===== src/rtl/load_store_unit.sv =====
// Load/store unit: byte/half/word accesses to a word-wide data memory, with
// read-modify-write for sub-word stores. Optional request timeout: LSU_TIMEOUT_EN.
module load_store_unit #(
  parameter int MEM_WORDS = 1024
) (
  input  logic        Clk,
  input  logic        Rst_n,
  input  logic        Req,
  input  logic        ReqWrite,
  input  logic [1:0]  Size,
  input  logic        Unsigned,
  input  logic [31:0] Address,
  input  logic [31:0] WriteData,
  output logic        Busy,
  output logic        Done,
  output logic [31:0] ReadData,
  output logic        Err,
  output logic [1:0]  ErrCode,
  output logic        MemReq,
  output logic        MemWrite,
  output logic [31:0] MemAddr,
  output logic [31:0] MemWData,
  input  logic [31:0] MemRData,
  input  logic        MemAck
);

  typedef enum logic [1:0] {
    IDLE  = 2'd0,
    READ  = 2'd1,
    WRITE = 2'd2,
    RESP  = 2'd3
  } state_t;

  localparam logic [31:0] MEM_WORDS_W = 32'(MEM_WORDS);

  state_t      state_r;
  logic        write_r;
  logic        uns_r;
  logic [1:0]  size_r;
  logic [1:0]  lane_r;
  logic [31:0] wdata_r;
  logic        busy_r;
  logic        done_r;
  logic        err_r;
  logic [1:0]  err_code_r;
  logic        mem_req_r;
  logic        mem_write_r;
  logic [31:0] mem_addr_r;
  logic [31:0] mem_wdata_r;
  logic [31:0] read_data_r;

  logic        misalign_s;
  logic        out_of_range_s;
  logic        timeout_s;

  function automatic logic [31:0] extract_load(input logic [31:0] word, input logic [1:0] size,
                                               input logic [1:0] lane, input logic uns);
    logic [7:0]  b;
    logic [15:0] h;
    logic [31:0] r;
    b = word[{lane, 3'b000} +: 8];
    h = lane[1] ? word[31:16] : word[15:0];
    case (size)
      2'b00:   r = {{24{~uns & b[7]}}, b};
      2'b01:   r = {{16{~uns & h[15]}}, h};
      default: r = word;
    endcase
    return r;
  endfunction

  function automatic logic [31:0] merge_store(input logic [31:0] word, input logic [1:0] size,
                                              input logic [1:0] lane, input logic [31:0] wd);
    logic [31:0] r;
    r = word;
    case (size)
      2'b00: begin
        case (lane)
          2'b00:   r[7:0]   = wd[7:0];
          2'b01:   r[15:8]  = wd[7:0];
          2'b10:   r[23:16] = wd[7:0];
          default: r[31:24] = wd[7:0];
        endcase
      end
      2'b01: begin
        if (lane[1]) r[31:16] = wd[15:0];
        else         r[15:0]  = wd[15:0];
      end
      default: r = wd;
    endcase
    return r;
  endfunction

  // Size 11 is handled as a word everywhere, so Size[1] alone marks a word access.
  assign misalign_s     = ((Size == 2'b01) && Address[0]) || (Size[1] && (Address[1:0] != 2'b00));
  assign out_of_range_s = ({2'b00, Address[31:2]} >= MEM_WORDS_W);

`ifdef LSU_TIMEOUT_EN
  logic [7:0] wait_cnt_r;

  // Unacknowledged request cycles; an ack or an idle bus restarts the count.
  always_ff @(posedge Clk or negedge Rst_n) begin
    if (!Rst_n) begin
      wait_cnt_r <= 8'd0;
    end else if (!mem_req_r || MemAck) begin
      wait_cnt_r <= 8'd0;
    end else begin
      wait_cnt_r <= wait_cnt_r + 8'd1;
    end
  end

  assign timeout_s = mem_req_r && !MemAck && (wait_cnt_r == 8'd254);
`else
  assign timeout_s = 1'b0;
`endif

  // Access sequencer with all outputs registered.
  always_ff @(posedge Clk or negedge Rst_n) begin
    if (!Rst_n) begin
      state_r     <= IDLE;
      write_r     <= 1'b0;
      uns_r       <= 1'b0;
      size_r      <= 2'b00;
      lane_r      <= 2'b00;
      wdata_r     <= 32'd0;
      busy_r      <= 1'b0;
      done_r      <= 1'b0;
      err_r       <= 1'b0;
      err_code_r  <= 2'b00;
      mem_req_r   <= 1'b0;
      mem_write_r <= 1'b0;
      mem_addr_r  <= 32'd0;
      mem_wdata_r <= 32'd0;
      read_data_r <= 32'd0;
    end else begin
      done_r <= 1'b0;
      case (state_r)
        IDLE: begin
          err_r      <= 1'b0;
          err_code_r <= 2'b00;
          if (Req) begin
            write_r    <= ReqWrite;
            uns_r      <= Unsigned;
            size_r     <= Size;
            lane_r     <= Address[1:0];
            wdata_r    <= WriteData;
            busy_r     <= 1'b1;
            mem_addr_r <= {2'b00, Address[31:2]};
            if (misalign_s || out_of_range_s) begin
              state_r     <= RESP;
              done_r      <= 1'b1;
              err_r       <= 1'b1;
              err_code_r  <= misalign_s ? 2'b01 : 2'b10;
              read_data_r <= 32'd0;
            end else if (!ReqWrite || !Size[1]) begin
              state_r     <= READ;
              mem_req_r   <= 1'b1;
              mem_write_r <= 1'b0;
            end else begin
              state_r     <= WRITE;
              mem_req_r   <= 1'b1;
              mem_write_r <= 1'b1;
              mem_wdata_r <= WriteData;
            end
          end else begin
            state_r <= IDLE;
          end
        end
        READ: begin
          if (MemAck) begin
            if (write_r) begin
              state_r     <= WRITE;
              mem_write_r <= 1'b1;
              mem_wdata_r <= merge_store(MemRData, size_r, lane_r, wdata_r);
            end else begin
              state_r     <= RESP;
              mem_req_r   <= 1'b0;
              done_r      <= 1'b1;
              read_data_r <= extract_load(MemRData, size_r, lane_r, uns_r);
            end
          end else if (timeout_s) begin
            state_r     <= RESP;
            mem_req_r   <= 1'b0;
            done_r      <= 1'b1;
            err_r       <= 1'b1;
            err_code_r  <= 2'b11;
            read_data_r <= 32'd0;
          end else begin
            state_r <= READ;
          end
        end
        WRITE: begin
          if (MemAck) begin
            state_r     <= RESP;
            mem_req_r   <= 1'b0;
            mem_write_r <= 1'b0;
            done_r      <= 1'b1;
          end else if (timeout_s) begin
            state_r     <= RESP;
            mem_req_r   <= 1'b0;
            mem_write_r <= 1'b0;
            done_r      <= 1'b1;
            err_r       <= 1'b1;
            err_code_r  <= 2'b11;
            read_data_r <= 32'd0;
          end else begin
            state_r <= WRITE;
          end
        end
        RESP: begin
          state_r    <= IDLE;
          busy_r     <= 1'b0;
          err_r      <= 1'b0;
          err_code_r <= 2'b00;
        end
        default: begin
          state_r   <= IDLE;
          busy_r    <= 1'b0;
          mem_req_r <= 1'b0;
        end
      endcase
    end
  end

  assign Busy     = busy_r;
  assign Done     = done_r;
  assign Err      = err_r;
  assign ErrCode  = err_code_r;
  assign ReadData = read_data_r;
  assign MemReq   = mem_req_r;
  assign MemWrite = mem_write_r;
  assign MemAddr  = mem_addr_r;
  assign MemWData = mem_wdata_r;

endmodule


===== config.mk =====
export PLATFORM = sky130hd
export DESIGN_NAME = load_store_unit
export DESIGN_NICKNAME = d
export VERILOG_FILES = /design/src/rtl/load_store_unit.sv
export SDC_FILE = /design/constraint.sdc
export NUM_CORES = 1
export LEC_CHECK = 0
export CORE_ASPECT_RATIO = 1.75
export CORE_UTILIZATION = 33
export DETAILED_ROUTE_END_ITERATION = 10
export PLACE_DENSITY_LB_ADDON = 0.2
export SYNTH_ARGS = -nofsm -noshare
export SYNTH_HDL_FRONTEND = slang
export SYNTH_SLANG_ARGS = --single-unit

===== constraint.sdc =====
create_clock -name Clk -period 1.9 [get_ports Clk]
set_input_delay 0.38 -clock Clk [delete_from_list [all_inputs] [get_ports Clk]]
set_output_delay 0.38 -clock Clk [all_outputs]
set_load 0.1 [all_outputs]

==> summary.md <==
| Metric | Value |
|---|---|
| Status | complete, but fails checks |
| Failing checks | setup timing |
| Starting Density | between 30% and 40% |
| Clk slew on worst S/H paths | around 60 ps |
| Initial antenna violation count | 0 |
| Mapped Area | 0.00727 mm2 |
| IO Pins | 207 |
| Final Worst Setup Slack | -5.08 ps |
| Crit path cell chain | clkdlybuf4s50_1 > nor2_2 > o211ai_2 > nor2_1 > buf_4 > a21oi_4 > buf_12 > clkbuf_16 > mux2_2 |
| Worst Reg-to-Reg Cells | 8 |
| Number of CTS-inserted buffers | 17 |
| Minimum clock period | 1910 ps |
| Die area | roughly 0.023 mm2 |
| CP peak stage delay | between 500 and 600 ps |
| Crit start category | primary input |
| Grt ovf | 0 |
| Detail Placement HPWL | 18.5 mm |
| Avg Cell Area, Syn | about 11 um2 |
| WP data required | 2220 ps |
| Final count of pins violating max slew | 0 |
| Hold Crit Class | primary input to flip-flop |
| CORE AREA | 0.0216 mm2 |
| Seq cells post-synth | 141 |
| Clock skew | 7.46 ps |
| CTS Sinks | 141 |
| Layout cell share with drive strength beyond 1 | a little under two fifths |
| Setup_tns | -12.3 ps |
| Worst skew pair latency | 430 ps |
| Num rows | 71 |
| Via Count | between 6000 and 7000 |
| Highest-delay cell along the critical path | clkdlybuf4s50_1 |
| Global-route wire length before repair | 37.7 mm |
| Fmax achieved | 525 MHz |
| Yosys warning count | 0 |
| Final Setup Violations | 5 |
| Avg Vias per Cell | around 5 |
| # diodes | 0 |
| DRT iter0 DRCs | 312 |
| Synth-to-layout area growth | 62.2% |
| Critical Path AT | 2220 ps |
| Htree depth | 4 |
| Total Wirelength | 25.0 mm |
| Largest net degree at the start of global routing | 51 |
| CTS tree | built |
| RSZ-0062 raised after global routing | yes |
| Drt first pass iters | 5 |
| Overall Global Routing Usage | 22.6% |
| Antenna viol nets, final | 0 |
| GP Congestion | 0.873 |
| Die Height | 198 um |
| Clock Tree Root | clkbuf_16 |
| # nets final | between 1000 and 1500 |
| WHS Path Cells | 2 |
| Clock buffer depth | 2 |
| Max-cap violation count | 0 |
| Die Wd | 114 um |
| Sequential-to-total area share from yosys stat | 48.5% |
| Synth unique cells | 56 |
| Final hold vios | 0 |
| Post-route DRC | 0 |
| CP Class | primary input to flip-flop |
| Tcrit/Tclk final | 100% |
| Vias in the first global route | 6643 |
| DR WL/cell | 20.5 um |
| CP endpoint kind | flip-flop |
| PortBufs | 204 |
| Syn Inst Count | 651 |
| Critical Path Fanout Max | 7 |
==> synthesized netlist by cell type (all sizes together) <==
cell,number,area (um2)
ha,4,50.1
mux2i,39,390
or3,2,17.5
o21ai,34,181
a221oi,7,61.3
and3b,1,8.76
a22o,34,299
a21o,17,128
nor3,2,10.0
a222oi,7,70.1
a311o,1,10.0
nand2b,5,31.3
a21oi,16,87.6
nand3,2,10.0
buf,30,166
and3,8,50.1
a2bb2oi,3,26.3
conb,1,3.75
nor3b,1,7.51
nor4,6,65.1
o31a,7,61.3
clkbuf,21,80.1
nor2,28,108
a211oi,11,87.6
or2,3,18.8
a21boi,3,22.5
inv,37,139
a22oi,1,7.51
o41ai,1,8.76
dfrtp,141,3530
o2111ai,1,8.76
mux2,94,1060
nor2b,5,31.3
o211ai,2,20.0
o221ai,7,61.3
nand2,37,139
o22ai,23,144
mux4,1,22.5
a31oi,8,50.1
==> layer usage <==
metal / vias up / share of wire (%) / wire, um / GRT usage [%]
met2: 257 / 53 / 13300 / 40.0
li1: 2924 / - / - / -
met4: 0 / 3.2 / 798 / 10.3
met1: 3059 / 37 / 9310 / 24.8
met5: - / 0 / 0 / 0
met3: 43 / 6.5 / 1620 / 6.18
==> path summary, 6_finish.rpt <==
check,from,slack (ps),to
setup / recovery,Address[1],-5,MemWData[16]$_DFFE_PN0P_
hold / removal,Address[13],260,MemAddr[11]$_DFFE_PN0P_
setup reg to reg,state_r[1]$_DFF_PN0_,20,MemWData[16]$_DFFE_PN0P_
hold reg to reg,wdata_r[21]$_DFFE_PN0P_,480,wdata_r[21]$_DFFE_PN0P_
max in group asynchronous,Rst_n,920,ReadData[1]$_DFFE_PN0P_
min in group asynchronous,Rst_n,410,MemAddr[2]$_DFFE_PN0P_
==> critical path: cells and delay by family <==
family / cells / cell delay, ps
compound gates: 2 / 400
mux: 1 / 330
buf+inv: 4 / 970
simple gates: 2 / 130
==> layout make-up <==
cell class,instances,area (um2)
tap,292,365
clock buffer,19,453
sequential,141,3530
inverter,37,139
clock inverter,13,163
timing repair buffer,297,3600
multi-input combinational,423,3540
fill,1860,9790
==> sequential cells by signal, summed over array words and instances (netlist names), 2 cells and up <==
name      cells
size_r        2
wdata_r      32
MemWData     32
MemAddr      30
lane_r        2
state_r       2
ReadData     32
ErrCode       2
==> kinds of logic after synthesis <==
family | synth area share (%)
mux | 20.2
flops | 48.5
other cells | 0.0516
simple gates | 6.83
fa+ha+maj | 0.688
buf+inv | 5.30
compound gates | 18.4
==> timing repair <==
| item | in CTS | in global routing |
|---|---|---|
| hold buffers | 1 | 0 |
| pin swaps | 9 | 10 |
| setup endpoints to repair | 62 | 67 |
| endpoints found under the hold margin | 26 | 0 |
| gates cloned | 0 | 3 |
| resized for setup | 20 | 34 |
| setup buffers | 3 | 5 |
==> per-stage QoR <==
stage / utilization [%] / std cells / instance area, um2 / hold WS [ps] / setup WS [ps]
floorplan: - / 652 / 7290 / 84.4 / 10.5
global placement: 50.2 / 1178 / 10800 / 296 / -617
detailed placement: 50.2 / 1178 / 10800 / 294 / -675
CTS: 53.5 / 1214 / 11600 / 334 / -14.5
global route: 54.6 / 1222 / 11800 / 263 / -37.6
finish: 54.6 / 1222 / 11800 / 259 / -5.08
==> cell usage in the layout (no fill, tap or decap), types with 8 or more instances in the layout <==
cell type and instances:
o22ai_1 23, and3_1 8, a22o_1 33, a211oi_1 8, nand2_1 36, mux2i_1 36
a21o_1 17, clkbuf_16 19, inv_1 34, buf_4 107, clkdlybuf4s50_1 81, dlymetal6s2s_1 14
dfrtp_1 139, a21oi_1 13, a31oi_1 8, nor2_1 25, mux2_2 88, buf_12 84
o21ai_0 32
Power is not shown: default switching activity piles up to over one toggle a cycle in this logic, so the estimate is an artifact.
